===== config.mk =====
export PLATFORM = sky130hd
export DESIGN_NAME = key_map_decoder
export DESIGN_NICKNAME = d
export VERILOG_FILES = /design/src/rtl/key_map_decoder.sv
export SDC_FILE = /design/constraint.sdc
export NUM_CORES = 1
export LEC_CHECK = 0
export CORE_MARGIN = 2
export CORE_UTILIZATION = 53
export DETAILED_ROUTE_END_ITERATION = 16
export DONT_BUFFER_PORTS = 1
export GPL_TIMING_DRIVEN = 0
export PLACE_DENSITY = 0.71
export SLEW_MARGIN = 30
export SYNTH_ARGS = -nofsm -noshare
export SYNTH_HDL_FRONTEND = slang
export SYNTH_SLANG_ARGS = --single-unit

===== constraint.sdc =====
create_clock -name CLK -period 3.28 [get_ports CLK]
set_clock_uncertainty 0.1 [all_clocks]
set_input_delay 0.656 -clock CLK [delete_from_list [all_inputs] [get_ports CLK]]
set_output_delay 0.656 -clock CLK [all_outputs]
set_load 0.01 [all_outputs]

===== src/rtl/key_map_decoder.sv =====
// PS/2 key-to-button mapper: a downloadable table maps scan codes to held button bits,
// and every key event is resolved by sweeping the table one entry per clock.
module key_map_decoder #(
  parameter int          NUM_BTN   = 16,
  parameter int          NUM_KEYS  = 32,
  parameter logic [7:0]  TBL_INDEX = 8'd253
) (
  input  logic                CLK,
  input  logic                RESET,
  input  logic [10:0]         ps2_key,
  input  logic [15:0]         dn_addr,
  input  logic [7:0]          dn_data,
  input  logic                dn_wr,
  input  logic [7:0]          dn_index,
  output logic [NUM_BTN-1:0]  btn,
  output logic                busy
);

  localparam int          IW       = (NUM_KEYS > 1) ? $clog2(NUM_KEYS) : 1;
  localparam logic [15:0] ADDR_LIM = 16'(2 * NUM_KEYS);
  localparam logic [IW-1:0] LAST_IDX = IW'(NUM_KEYS - 1);

  typedef enum logic {IDLE = 1'b0, SCAN = 1'b1} state_t;

  state_t          state_r, state_nx_s;
  logic [IW-1:0]   idx_r, idx_nx_s;
  logic [9:0]      cur_r, cur_nx_s;        // {pressed, extended, code}
  logic [9:0]      pend_r, pend_nx_s;
  logic            pend_vld_r, pend_vld_nx_s;
  logic            tog_prev_r;
  logic            evt_s;
  logic            hit_s;
  logic            ext_ok_s;
  logic [NUM_BTN-1:0] btn_nx_s;

  logic            tbl_vld_r  [NUM_KEYS];
  logic [7:0]      tbl_code_r [NUM_KEYS];
  logic [1:0]      tbl_ext_r  [NUM_KEYS];
  logic [4:0]      tbl_bidx_r [NUM_KEYS];
  logic [7:0]      stage_r;
  logic            wr_s;

  assign evt_s = (ps2_key[10] != tog_prev_r);
  assign wr_s  = dn_wr && (dn_index == TBL_INDEX) && (dn_addr < ADDR_LIM);

  // Next-state, scan index and pending-event bookkeeping
  always_comb begin
    state_nx_s    = state_r;
    idx_nx_s      = idx_r;
    cur_nx_s      = cur_r;
    pend_nx_s     = pend_r;
    pend_vld_nx_s = pend_vld_r;
    case (state_r)
      IDLE: begin
        if (pend_vld_r) begin
          state_nx_s = SCAN;
          idx_nx_s   = '0;
          cur_nx_s   = pend_r;
          if (evt_s) begin
            pend_nx_s     = ps2_key[9:0];
            pend_vld_nx_s = 1'b1;
          end else begin
            pend_vld_nx_s = 1'b0;
          end
        end else if (evt_s) begin
          state_nx_s = SCAN;
          idx_nx_s   = '0;
          cur_nx_s   = ps2_key[9:0];
        end else begin
          state_nx_s = IDLE;
        end
      end
      SCAN: begin
        if (idx_r == LAST_IDX) begin
          idx_nx_s = '0;
          // An event arriving on the final entry is newer than any pending one
          if (evt_s) begin
            state_nx_s    = SCAN;
            cur_nx_s      = ps2_key[9:0];
            pend_vld_nx_s = 1'b0;
          end else if (pend_vld_r) begin
            state_nx_s    = SCAN;
            cur_nx_s      = pend_r;
            pend_vld_nx_s = 1'b0;
          end else begin
            state_nx_s = IDLE;
          end
        end else begin
          idx_nx_s = idx_r + 1'b1;
          if (evt_s) begin
            pend_nx_s     = ps2_key[9:0];
            pend_vld_nx_s = 1'b1;
          end else begin
            pend_vld_nx_s = pend_vld_r;
          end
        end
      end
      default: begin
        state_nx_s    = IDLE;
        idx_nx_s      = '0;
        pend_vld_nx_s = 1'b0;
      end
    endcase
  end

  // Match the entry under examination and derive the next button vector
  always_comb begin
    ext_ok_s = tbl_ext_r[idx_r][1] || (tbl_ext_r[idx_r][0] == cur_r[8]);
    hit_s    = (state_r == SCAN) && tbl_vld_r[idx_r] &&
               (tbl_code_r[idx_r] == cur_r[7:0]) && ext_ok_s;
    btn_nx_s = btn;
    for (int b = 0; b < NUM_BTN; b++) begin
      if (hit_s && (tbl_bidx_r[idx_r] == 5'(b))) begin
        btn_nx_s[b] = cur_r[9];
      end else begin
        btn_nx_s[b] = btn[b];
      end
    end
  end

  // Control state, event capture and output registers
  always_ff @(posedge CLK) begin
    if (RESET) begin
      state_r    <= IDLE;
      idx_r      <= '0;
      cur_r      <= 10'd0;
      pend_r     <= 10'd0;
      pend_vld_r <= 1'b0;
      tog_prev_r <= ps2_key[10];
      btn        <= '0;
      busy       <= 1'b0;
    end else begin
      state_r    <= state_nx_s;
      idx_r      <= idx_nx_s;
      cur_r      <= cur_nx_s;
      pend_r     <= pend_nx_s;
      pend_vld_r <= pend_vld_nx_s;
      tog_prev_r <= ps2_key[10];
      btn        <= btn_nx_s;
      busy       <= (state_nx_s == SCAN) || pend_vld_nx_s;
    end
  end

  // Key-map table: byte0 stages the code, byte1 commits the whole entry at once
  always_ff @(posedge CLK) begin
    if (RESET) begin
      stage_r <= 8'd0;
      for (int k = 0; k < NUM_KEYS; k++) begin
        tbl_vld_r[k] <= 1'b0;
      end
    end else if (wr_s) begin
      if (!dn_addr[0]) begin
        stage_r <= dn_data;
      end else begin
        tbl_code_r[dn_addr[IW:1]] <= stage_r;
        tbl_vld_r[dn_addr[IW:1]]  <= dn_data[7];
        tbl_ext_r[dn_addr[IW:1]]  <= dn_data[6:5];
        tbl_bidx_r[dn_addr[IW:1]] <= dn_data[4:0];
      end
    end
  end

endmodule


-- Yosys cells after proc, flatten, opt, wreduce, memory -nomap -nowiden
Memories as Yosys holds them, arrays and structs flattened. A register that Yosys moved wholly into a read port is not among the register bits.
Cells that the tools add are included.
- memory bits (writable): 512
- bits in read-only memories: 0
- memories kept: 4
- latch bits: 0
- input port bits: 46
- flip-flop bits (word level): 53
- multiplexer cells: 41
- multiply operators: 0
- shift operators: 0
- equal/unequal tests: 25
- magnitude comparators: 1
- reductions and logical operators: 28
- bitwise logic cells: 2
- div/mod/pow operators: 0
- add/subtract/negate cells: 1
- memory list (name ; depth ; bits a word ; read ports ; clocked after Yosys merged registers in ; wr ports ; line ; RTL):
    tbl_code_r ; 32 ; 8 ; 1 ; 1 ; 1 ; 37 ; logic [7:0] tbl_code_r [NUM_KEYS];
    tbl_bidx_r ; 32 ; 5 ; 1 ; 1 ; 1 ; 39 ; logic [4:0] tbl_bidx_r [NUM_KEYS];
    tbl_ext_r ; 32 ; 2 ; 1 ; 1 ; 1 ; 38 ; logic [1:0] tbl_ext_r [NUM_KEYS];
    tbl_vld_r ; 32 ; 1 ; 1 ; 1 ; 32 ; 36 ; logic tbl_vld_r [NUM_KEYS];
- operators by type and width (kind ; count):
    2-to-1 mux 10 bit ; 8
    2-to-1 mux 5 bit ; 12
    == test 5 x 4 -> 1 bit (second input constant) ; 8
    case mux 10 bit (2 select lines) ; 2
    logical AND 1 bit ; 21
    == test 5 x 3 -> 1 bit (second input constant) ; 4
    less-than comparator 16 x 7 -> 1 bit (second input constant) ; 1
    2-to-1 mux 1 bit ; 16
    == test 5 x 2 -> 1 bit (second input constant) ; 2
    case mux 5 bit (2 select lines) ; 1
    == test 8 bit ; 1
    == test 8 bit (second input constant) ; 1
    adder 5 x 1 -> 5 bit (second input constant) ; 1
    == test 5 x 1 -> 1 bit (second input constant) ; 1
    == test 5 bit (second input constant) ; 1
    zero test 5 bit ; 1
    != test 2 bit (second input constant) ; 2
    case mux 1 bit (2 select lines) ; 2
    AND reduction 2 bit ; 2
    != test 3 x 1 -> 1 bit (second input constant) ; 1
    != test 3 bit (second input constant) ; 1
    AND reduction 3 bit ; 1
    logical OR 1 bit ; 2
    != test 2 x 1 -> 1 bit (second input constant) ; 1
    other kinds (4) ; 5

-- Depth between registers and ports, before layout
- word-level depth: 8
- depth in mapped cells: 16
- depth with buffers taken out: 8

-- Worst setup path before layout
OpenSTA, ideal clock, no wires.
- kind: input to register
- start: input dn_addr[13]
- end: memory tbl_vld_r[24] (enable)
- path slack: -86 ps
- path buffers: 2
- stages on the path: 10
- required time: 2888 ps
- data arrival time: 2974 ps
- cell sequence: nor4_1 and4b_1 nand3_1 nor3b_1 nor2b_1 nand2b_1 clkbuf_1 clkbuf_1 nor2_1 or2_2
- RTL lines (item ; line ; RTL):
    start, declared ; 11 ; input logic [15:0] dn_addr,
    end, declared ; 36 ;

==> flow_summary.json <==
{
  "status": "finished, violations left",
  "failed_checks": "negative setup slack",
  "diodes": 0,
  "ir_worst_vdd_mv": 0.411,
  "cts_buffer_depth": 3,
  "cp.required_ns": 3.66,
  "area_growth_pct": 20.2,
  "async_flop_share_pct": 0,
  "leakagePower_nw": 8.07,
  "cts_buffers": 55,
  "clk_pin_slew_ns": 0.06,
  "hold_class": "input port to flip-flop",
  "die_height_um": 213,
  "core-area_um2": 43200,
  "final-hold-violation-count": 0,
  "dpl_cell_area_um2": 25000,
  "rsz0062_at_grt": "yes",
  "grt_pass1_vias": 13100,
  "synth-seq-cells": 570,
  "grt_usage_pct": 29.1,
  "timing.final.ws_setup_ns": -0.303,
  "critPathLaunchType": "flip-flop",
  "io_buffers": 0,
  "dp_hpwl_mm": 41.3,
  "holdWs_ns": 0.0261,
  "ys_seq_area_share_pct": 71.3,
  "n_fill_cell": 2830,
  "htree_levels": 2,
  "antenna_left": 0,
  "final_nets": 1481,
  "critical_path_peak_fanout": 10,
  "crit_type": "flip-flop to flip-flop",
  "synth_cells": 1301,
  "grt_max_degree": 34,
  "mostFrequentLayoutCell": "edfxtp_1",
  "gp_congestion": 0.846,
  "first_pass_iters": 7,
  "syn_area_um2": 23200,
  "slew_headroom_pct": 35.4,
  "syn-num-nets": 1349,
  "layout_min_cycle_time_ns": 3.58,
  "cts_sinks": 570,
  "dp_slack_ns": -0.986,
  "cts_root_buffer": "clkbuf_16",
  "tightestPinTransition_ns": 0.968,
  "final_cell_area_um2": 27900,
  "viasPerCell": 6.58,
  "wire_per_inst_um": 31.6,
  "power_density_nw_per_um2": 550,
  "drv_cap": 0,
  "synth_edf_count": 512,
  "cts_tree": "yes",
  "syn_avg_cell_area_um2": 17.8,
  "fmax_ghz": 0.279,
  "yosys_warnings": 0,
  "cp_data_arrival_time_ns": 3.96,
  "placedCellCount": 1918,
  "grt_antenna_before_repair": 0,
  "drt_wl_total_mm": 65.2,
  "yosys_most_used_dff": "edfxtp_1",
  "slew_viol_final": 0,
  "row_count": 76,
  "crit_path_end_kind": "flip-flop",
  "finalSetupViolCount": 16,
  "die_w_um": 213,
  "layout_common_cells": "edfxtp_1 (512), mux4_2 (112), nor2_1 (84)",
  "vias": 13600,
  "start_util_pct": 53.7,
  "drtIter0Drc": 2022,
  "drive_gt1_share_pct": 34.2,
  "final-instance-count-excl-fill": 2065,
  "drc": 0,
  "io_pins": 63,
  "grt_pass1_wl_mm": 91.8,
  "die-area_um2": 45500,
  "synth_cell_types": 68,
  "post-route-period-util_pct": 109,
  "insertion_delay_ns": 0.62,
  "grt-ovfl-total": 0
}
-- metrics by stage --
stage	setup TNS (ns)	total power, mW	utilization [%]
2_1_floorplan	-0.171	8.53	-
3_3_place_gp	-675.50	8.67	55.4
3_5_place_dp	-164.45	8.70	58.0
4_1_cts	-2.72	15.3	64.1
5_1_grt	-4.64	15.7	64.6
6_report	-3.42	15.3	64.6
-- what timing repair did --
action	4_1_cts	5_1_grt
pin swaps	22	14
hold endpoints to repair	1	4
buffers inserted	32	11
gates cloned	3	0
resized for setup	124	36
setup endpoints to repair	88	28
hold buffers	1	1
-- cell usage after synthesis (10+ instances only) --
library cell | n | share of area [%]
edfxtp_1 | 512 | 66
nor2_1 | 118 | 1.9
mux4_2 | 99 | 9.6
mux2i_1 | 59 | 2.5
dfxtp_1 | 58 | 5.0
nand2_1 | 45 | 0.73
clkbuf_1 | 34 | 0.55
or2_2 | 33 | 0.89
a21oi_1 | 26 | 0.56
buf_2 | 25 | 0.54
nor3_1 | 23 | 0.50
nand4_1 | 21 | 0.57
mux4_1 | 19 | 2.2
mux2_2 | 18 | 0.87
nor2b_1 | 16 | 0.43
o22ai_1 | 15 | 0.40
nand3_1 | 13 | 0.28
a22oi_1 | 12 | 0.39
o21ai_0 | 11 | 0.24
nor3_2 | 10 | 0.43
o41ai_2 | 10 | 0.70
-- where the power goes --
part / total, mW / internal, mW / leakage (nW) / switching, mW
Clock: 6.66 / 3.87 / 0.933 / 2.79
Sequential: 7.92 / 7.90 / 4.56 / 0.0298
Combinational: 0.767 / 0.352 / 2.58 / 0.416
Total: 15.3 / 12.1 / 8.07 / 3.24
-- final cells by class --
class | count | area [um^2] | share of cell area, %
Clock inverter | 41 | 465 | 1.67
Inverter | 10 | 38.8 | 0.139
Multi-Input combinational cell | 643 | 6670 | 23.9
Sequential cell | 570 | 16500 | 59.3
Timing Repair Buffer | 79 | 1330 | 4.77
Clock buffer | 63 | 1430 | 5.14
Buffer | 74 | 672 | 2.41
Tap cell | 585 | 732 | 2.62
-- layer usage --
layer / global-route usage, % / part of all wire, % / up-vias
met2: 45.4 / 46 / 989
met1: 39.0 / 36 / 6892
met3: 7.62 / 12 / 206
li1: - / - / 5493
met5: 0 / 0 / -
met4: 12.3 / 5.1 / 0
-- worst paths after layout --
kind	depth (start not counted)	end	startpoint	slack, ns
max	13	btn[8]	flip-flop	-0.30
min	0	tbl_bidx_r[30][3]	dn_data[3]	0.03
max reg2reg	13	btn[8]	flip-flop	-0.30
min reg2reg	2	cur_r[7]	pend_r[7]	0.40
-- registers in the layout, indices dropped and copies added (netlist names), 5 cells and up, named ones only --
register and cells:
cur_r 10, btn 16, pend_r 10, tbl_code_r 256, stage_r 8, tbl_vld_r 32
tbl_ext_r 64, idx_r 5, tbl_bidx_r 160
-- cells by family after synthesis --
group | Yosys count | share of synthesized area, %
compound gates | 115 | 3.78
flops | 570 | 71.3
fa+ha+maj | 2 | 0.108
simple gates | 321 | 7.02
buf+inv | 88 | 2.16
xor+xnor | 7 | 0.264
mux | 198 | 15.4
-- critical path: stages, from the launching register on --
cell and delay, ns:
dfxtp_1 0.32, buf_6 0.13, buf_12 0.16, buf_12 0.16, buf_12 0.16, buf_12 0.17
buf_6 0.19, mux4_2 0.37, mux4_2 0.52, mux2_4 0.33, nor2_4 0.19, nand2_2 0.10
o41ai_2 0.39, a21oi_1 0.13
Power figures use the tool's default switching activity.
